==> config.mk <==
export PLATFORM = sky130hd
export DESIGN_NAME = pulse_train_sequencer_flat
export DESIGN_NICKNAME = d
export VERILOG_FILES = /design/src/rtl/pulse_train_sequencer_if.sv /design/src/rtl/pulse_train_sequencer.sv /design/src/flat_wrapper.sv
export SDC_FILE = /design/constraint.sdc
export NUM_CORES = 1
export LEC_CHECK = 0
export ABC_AREA = 1
export ABC_CLOCK_PERIOD_IN_PS = 2200
export BUFFER_PORTS_ARGS = -buffer_cell sky130_fd_sc_hd__buf_2
export CORE_UTILIZATION = 35
export DETAILED_ROUTE_END_ITERATION = 16
export GPL_TIMING_DRIVEN = 0
export PLACE_DENSITY = 0.6
export SLEW_MARGIN = 40
export SYNTH_ARGS = -nofsm -noshare
export SYNTH_HDL_FRONTEND = slang
export SYNTH_SLANG_ARGS = --single-unit
==> constraint.sdc <==
create_clock -name clk -period 2.2 [get_ports clk]
set_clock_uncertainty 0.2 [all_clocks]
set_input_delay 0.66 -clock clk [delete_from_list [all_inputs] [get_ports clk]]
set_output_delay 0.66 -clock clk [all_outputs]
set_load 0.05 [all_outputs]
==> src/rtl/pulse_train_sequencer_if.sv <==
// Control/status bundle between the start/abort source and the pulse-train sequencer.
interface pulse_train_sequencer_if #(
    parameter int NUM_WR = 3,
    parameter int DAC_W  = 8
);
    localparam int SLOT_W = $clog2(NUM_WR + 1);

    logic              start;
    logic              abort;
    logic [NUM_WR-1:0] pattern;
    logic [DAC_W-1:0]  dac_code;
    logic              busy;
    logic              done;
    logic [SLOT_W-1:0] slot_idx;
    logic              sample_stb;

    modport master (
        output start, abort, pattern,
        input  dac_code, busy, done, slot_idx, sample_stb
    );

    modport slave (
        input  start, abort, pattern,
        output dac_code, busy, done, slot_idx, sample_stb
    );
endinterface

==> src/rtl/pulse_train_sequencer.sv <==
// Read/write pulse-train generator driving an offset-binary DAC code.
// Optional read-sample strobe enabled by defining PTS_SAMPLE_STROBE_EN.
//
// state   | meaning
// IDLE    | DAC at zero, waiting for start
// READ    | read pulse at READ_CODE
// GAP     | zero-level gap; gap_after_write tells which pulse it follows
// WRITE   | write pulse, code chosen by latched pattern bit of slot_idx
// DONE    | single-cycle completion strobe
module pulse_train_sequencer #(
    parameter int DAC_W     = 8,
    parameter int NUM_WR    = 3,
    parameter int CNT_W     = 24,
    parameter int READ_LEN  = 100000,
    parameter int WRITE_LEN = 100000,
    parameter int GAP_LEN   = 50000,
    parameter int ZERO_CODE = 128,
    parameter int READ_CODE = 153,
    parameter int WR1_CODE  = 191,
    parameter int WR0_CODE  = 128
) (
    input logic clk,
    input logic reset,
    pulse_train_sequencer_if.slave bus
);
    localparam int SLOT_W = $clog2(NUM_WR + 1);

    localparam logic [CNT_W-1:0]  READ_LAST  = CNT_W'(READ_LEN - 1);
    localparam logic [CNT_W-1:0]  WRITE_LAST = CNT_W'(WRITE_LEN - 1);
    localparam logic [CNT_W-1:0]  GAP_LAST   = CNT_W'(GAP_LEN - 1);
    localparam logic [SLOT_W-1:0] SLOT_LAST  = SLOT_W'(NUM_WR);
    localparam logic [DAC_W-1:0]  C_ZERO     = DAC_W'(ZERO_CODE);
    localparam logic [DAC_W-1:0]  C_READ     = DAC_W'(READ_CODE);
    localparam logic [DAC_W-1:0]  C_WR1      = DAC_W'(WR1_CODE);
    localparam logic [DAC_W-1:0]  C_WR0      = DAC_W'(WR0_CODE);

    typedef enum logic [2:0] {S_IDLE, S_READ, S_GAP, S_WRITE, S_DONE} state_t;

    state_t            state;
    logic [CNT_W-1:0]  cnt;
    logic [NUM_WR-1:0] pattern_l;
    logic              gap_after_write;
    logic [DAC_W-1:0]  dac_q;
    logic              busy_q;
    logic              done_q;
    logic [SLOT_W-1:0] slot_q;
    logic              stb_q;
    logic              wr_bit;

    assign wr_bit = |(pattern_l & (NUM_WR'(1) << slot_q));

`ifdef PTS_SAMPLE_STROBE_EN
    localparam logic [CNT_W-1:0] READ_HALF = CNT_W'(READ_LEN / 2);
    localparam logic             HALF_AT_ENTRY = (READ_LEN / 2 == 0);
`else
    localparam logic [CNT_W-1:0] READ_HALF = '0;
    localparam logic             HALF_AT_ENTRY = 1'b0;
`endif

    always_ff @(posedge clk or posedge reset) begin
        if (reset) begin
            state           <= S_IDLE;
            cnt             <= '0;
            pattern_l       <= '0;
            gap_after_write <= 1'b0;
            dac_q           <= C_ZERO;
            busy_q          <= 1'b0;
            done_q          <= 1'b0;
            slot_q          <= '0;
            stb_q           <= 1'b0;
        end else begin
            done_q <= 1'b0;
            stb_q  <= 1'b0;
            if (state != S_IDLE && bus.abort) begin
                state  <= S_IDLE;
                cnt    <= '0;
                dac_q  <= C_ZERO;
                busy_q <= 1'b0;
                slot_q <= '0;
            end else begin
                case (state)
                    S_IDLE: begin
                        // abort outranks a coincident start
                        if (bus.start && !bus.abort) begin
                            pattern_l <= bus.pattern;
                            state     <= S_READ;
                            cnt       <= '0;
                            slot_q    <= '0;
                            busy_q    <= 1'b1;
                            dac_q     <= C_READ;
                            stb_q     <= HALF_AT_ENTRY;
                        end
                    end
                    S_READ: begin
                        if (cnt == READ_LAST) begin
                            state           <= S_GAP;
                            gap_after_write <= 1'b0;
                            cnt             <= '0;
                            dac_q           <= C_ZERO;
                        end else begin
                            cnt <= cnt + 1'b1;
`ifdef PTS_SAMPLE_STROBE_EN
                            stb_q <= (cnt + 1'b1 == READ_HALF);
`endif
                        end
                    end
                    S_GAP: begin
                        if (cnt == GAP_LAST) begin
                            cnt <= '0;
                            if (gap_after_write) begin
                                state  <= S_READ;
                                slot_q <= slot_q + 1'b1;
                                dac_q  <= C_READ;
                                stb_q  <= HALF_AT_ENTRY;
                            end else if (slot_q < SLOT_LAST) begin
                                state <= S_WRITE;
                                dac_q <= wr_bit ? C_WR1 : C_WR0;
                            end else begin
                                state  <= S_DONE;
                                busy_q <= 1'b0;
                                done_q <= 1'b1;
                                dac_q  <= C_ZERO;
                            end
                        end else begin
                            cnt <= cnt + 1'b1;
                        end
                    end
                    S_WRITE: begin
                        if (cnt == WRITE_LAST) begin
                            state           <= S_GAP;
                            gap_after_write <= 1'b1;
                            cnt             <= '0;
                            dac_q           <= C_ZERO;
                        end else begin
                            cnt <= cnt + 1'b1;
                        end
                    end
                    S_DONE: begin
                        state  <= S_IDLE;
                        cnt    <= '0;
                        slot_q <= '0;
                    end
                    default: begin
                        state  <= S_IDLE;
                        cnt    <= '0;
                        dac_q  <= C_ZERO;
                        busy_q <= 1'b0;
                        slot_q <= '0;
                    end
                endcase
            end
        end
    end

    assign bus.dac_code = dac_q;
    assign bus.busy     = busy_q;
    assign bus.done     = done_q;
    assign bus.slot_idx = slot_q;
`ifdef PTS_SAMPLE_STROBE_EN
    assign bus.sample_stb = stb_q;
`else
    assign bus.sample_stb = 1'b0;
`endif
endmodule

==> src/flat_wrapper.sv <==
// flat-port wrapper written by rule: the top's interface ports become plain ports
module pulse_train_sequencer_flat 
#(
    parameter int DAC_W     = 8,
    parameter int NUM_WR    = 3,
    parameter int CNT_W     = 24,
    parameter int READ_LEN  = 100000,
    parameter int WRITE_LEN = 100000,
    parameter int GAP_LEN   = 50000,
    parameter int ZERO_CODE = 128,
    parameter int READ_CODE = 153,
    parameter int WR1_CODE  = 191,
    parameter int WR0_CODE  = 128
)
  (clk, reset, bus_start, bus_abort, bus_pattern, bus_dac_code, bus_busy, bus_done, bus_slot_idx, bus_sample_stb);
  pulse_train_sequencer_if #(.NUM_WR(NUM_WR), .DAC_W(DAC_W)) bus_i ();
  input logic clk;
  input logic reset;
  input wire logic [$bits(bus_i.start)-1:0] bus_start;
  input wire logic [$bits(bus_i.abort)-1:0] bus_abort;
  input wire logic [$bits(bus_i.pattern)-1:0] bus_pattern;
  output wire logic [$bits(bus_i.dac_code)-1:0] bus_dac_code;
  output wire logic [$bits(bus_i.busy)-1:0] bus_busy;
  output wire logic [$bits(bus_i.done)-1:0] bus_done;
  output wire logic [$bits(bus_i.slot_idx)-1:0] bus_slot_idx;
  output wire logic [$bits(bus_i.sample_stb)-1:0] bus_sample_stb;
  assign bus_i.start = bus_start;
  assign bus_i.abort = bus_abort;
  assign bus_i.pattern = bus_pattern;
  assign bus_dac_code = bus_i.dac_code;
  assign bus_busy = bus_i.busy;
  assign bus_done = bus_i.done;
  assign bus_slot_idx = bus_i.slot_idx;
  assign bus_sample_stb = bus_i.sample_stb;
  pulse_train_sequencer #(.DAC_W(DAC_W), .NUM_WR(NUM_WR), .CNT_W(CNT_W), .READ_LEN(READ_LEN), .WRITE_LEN(WRITE_LEN), .GAP_LEN(GAP_LEN), .ZERO_CODE(ZERO_CODE), .READ_CODE(READ_CODE), .WR1_CODE(WR1_CODE), .WR0_CODE(WR0_CODE)) u_core (.clk(clk), .reset(reset), .bus(bus_i));
endmodule
==> reports/qor.yml <==
regToRegSetupSlack_ps: 200
start_util_pct: 36.39
worstPathRequired_ps: 2180
synth_area_sq_um: 2654
design.core.area_sq_um: 7292
netlist-cell-type-count: 36
grt_pass1_vias: 2250
grt_setup_unrepaired: "no"
num_rows: 31
yosysSeqAreaShare_pct: 34.89
clk_path_buf_depth: 2
place_area_sq_um: 2889
mostFrequentLayoutCells: "nand2_1 (97), nor2_1 (46), inv_1 (45)"
grt_use_met2_pct: 28.04
avgSynthCellArea_sq_um: 6.984
clock-root-buffer: "clkbuf_8"
drc: 0
fin_hold_ws_ps: 161.9
clkPwrFrac_pct: 21.1
dp.final_hpwl_microns: 4827
overflow: 0
setup.worst_path.class: "register to register"
ant_nets: 0
synth-seq-cells: 37
final_common_cell: "nand2_1"
grt_max_degree: 21
die_area_sq_um: 7934
ios: 20
gp_congestion: 0.9161
syn_to_final_growth_pct: 13.34
critical_path.slowest_cell: "dfrtp_1"
finalCritPeriodShare_pct: 91.01
wl_microns: 6300
drv_cap: 0
power_mw: 2.558
vias: 2409
grt_pass1_wl_microns: 10620
power.internal_mw: 1.407
cellLeakagePower_nw: 1.390
ys_warn_count: 0
setup_tns_ps: 0
p_seq_share_pct: 33.5
combPwrFrac_pct: 45.4
htree_levels: 2
portBuffers: 16
vdd_ir_drop_max_mv: 0.3013
worst_hold_path_type: "input pin to async pin"
drtIter0Drc: 125
die_w_microns: 89.08
power-per-cell-area_nw_per_um2: 850.6
max_clock_freq_ghz: 0.4994
final_net_count: 417
switching_share_pct: 45.02
cts.sinks: 37
antenna_found_initial: 0
n_fill_cell: 807
insertion_delay_ps: 290
critPathMaxStageDelay_ps: 450
status: "complete, no violations"
pre_cts_ws_ps: -7.783
path_cells: "ha_4 -> nand2_1 -> inv_1 -> nand2_2 -> nor2_2 -> nand3_2 -> nand2_2 -> nand3_4 -> nand2_8 -> buf_12 -> nor2_2"
grt_busiest_layer: "met2"
clkSlewWorstSetupHoldPaths_ps: 80
drt-vias-per-instance: 4.770
finalSetupViolations: 0
hold_viol: 0
worstSetupEndpointType: "register"
wire_per_inst_microns: 12.48
fin_ws_ps: 197.7
met3_usage_pct: 2.770
critical_path_peak_fanout: 10
grt_use_met1_pct: 24.73
first_pass_iters: 6
grt_usage_pct: 17.60
drive_above_1_share_pct: 21.18
antenna_cells: 0
period_minus_slack_ps: 2002
final_area_sq_um: 3008
switchingPower_mw: 1.152
cts_tree: "done"
die_y_microns: 89.08
syn_inst: 380
drv_slew: 0
arrival_ps: 1980
cts_buffers: 5
cp-start-kind: "register"
==> worst max-delay path, delay by kind of cell (launching register included) <==
family | cells | cell delay, ps
buffers and inverters | 2 | 270
adder cells (fa/ha/maj) | 1 | 180
flip-flops | 1 | 450
AND/OR/NAND/NOR | 8 | 800
==> cell families after synthesis <==
family                     Yosys count  share of synthesized area, %
other                                2                        0.2830
DFF                                 37                         34.89
AOI/OAI and AO/OA                   22                         4.715
adders and majority gates            5                         2.357
xor gates and xnor gates             5                         1.650
and+or+nand+nor                    245                         44.65
buffers and inverters               64                         11.46
==> cell usage after synthesis (all sizes together) <==
library cell / count / share of area, %
a21boi: 1 / 0.28
a21o: 1 / 0.28
a21oi: 4 / 0.90
a31oi: 2 / 0.47
buf: 11 / 3.9
conb: 2 / 0.28
dfrtp: 37 / 35
ha: 5 / 2.4
inv: 53 / 7.6
nand2: 110 / 17
nand3: 38 / 8.2
nand3b: 3 / 0.85
nand4: 10 / 2.4
nor2: 67 / 13
nor3: 13 / 2.6
nor4: 2 / 0.47
o21a: 1 / 0.28
o21ai: 12 / 2.3
o22ai: 1 / 0.24
or2: 2 / 0.47
xor2: 5 / 1.7
==> metal layers <==
layer / routed length (microns) / share of wire [%]
met1: 3118 / 49
met2: 2947 / 47
met3: 175 / 2.8
met4: 59 / 0.94
met5: 0 / 0
==> power groups by stage <==
stage / logic [mW] / clock network [mW] / registers [mW]
global placement: 1.14 / 0 / 0.859
CTS: 1.16 / 0.556 / 0.849
finish: 1.16 / 0.541 / 0.857
detailed placement: 1.16 / 0 / 0.862
global route: 1.29 / 0.589 / 0.871
floorplan: 0.813 / 0 / 0.924
==> worst paths after layout <==
check                                         start                  end  cells after the start
min in group clk                u_core.pattern_l[0]  u_core.pattern_l[0]                      2
worst min register to register  u_core.pattern_l[0]  u_core.pattern_l[0]                      2
worst max-delay path                  u_core.cnt[0]       u_core.cnt[10]                     11
worst max register to register        u_core.cnt[0]       u_core.cnt[10]                     11
max in group asynchronous                     reset      u_core.bus.busy                      3
worst min-delay path                          reset       u_core.cnt[16]                      2
==> state kept, by name (all words and copies together), names as in the netlist <==
name and cells:
u_core.pattern_l 3, u_core.bus.slot_idx 2, u_core.state 3, u_core.gap_after_write 1, u_core.bus.done 1, u_core.cnt 24, u_core.bus.dac_code 2, u_core.bus.busy 1
==> layout make-up <==
type / count / area [sq um] / area share [%]
Buffer: 11 / 102.6 / 3.411
Clock buffer: 7 / 96.34 / 3.203
Clock inverter: 1 / 5.005 / 0.1664
Inverter: 53 / 201.4 / 6.697
Multi-Input combinational cell: 280 / 1445 / 48.05
Sequential cell: 37 / 925.9 / 30.78
Tap cell: 99 / 123.9 / 4.118
Timing Repair Buffer: 17 / 107.6 / 3.577
==> what timing repair did <==
action                     in CTS  in global routing
buffers inserted                0                  0
hold endpoints to repair        0                  0
hold buffers                    0                  0
setup endpoints to repair       0                 13
gates resized for setup         0                  4
==> stage by stage <==
step                      instances  util (%)
final                           505     41.25
after global routing            505     41.25
after CTS                       505     41.01
after detailed placement        497     39.62
after global placement          496     39.24
after floorplan                 381         -
No activity file was read; power rests on OpenSTA's default activity.
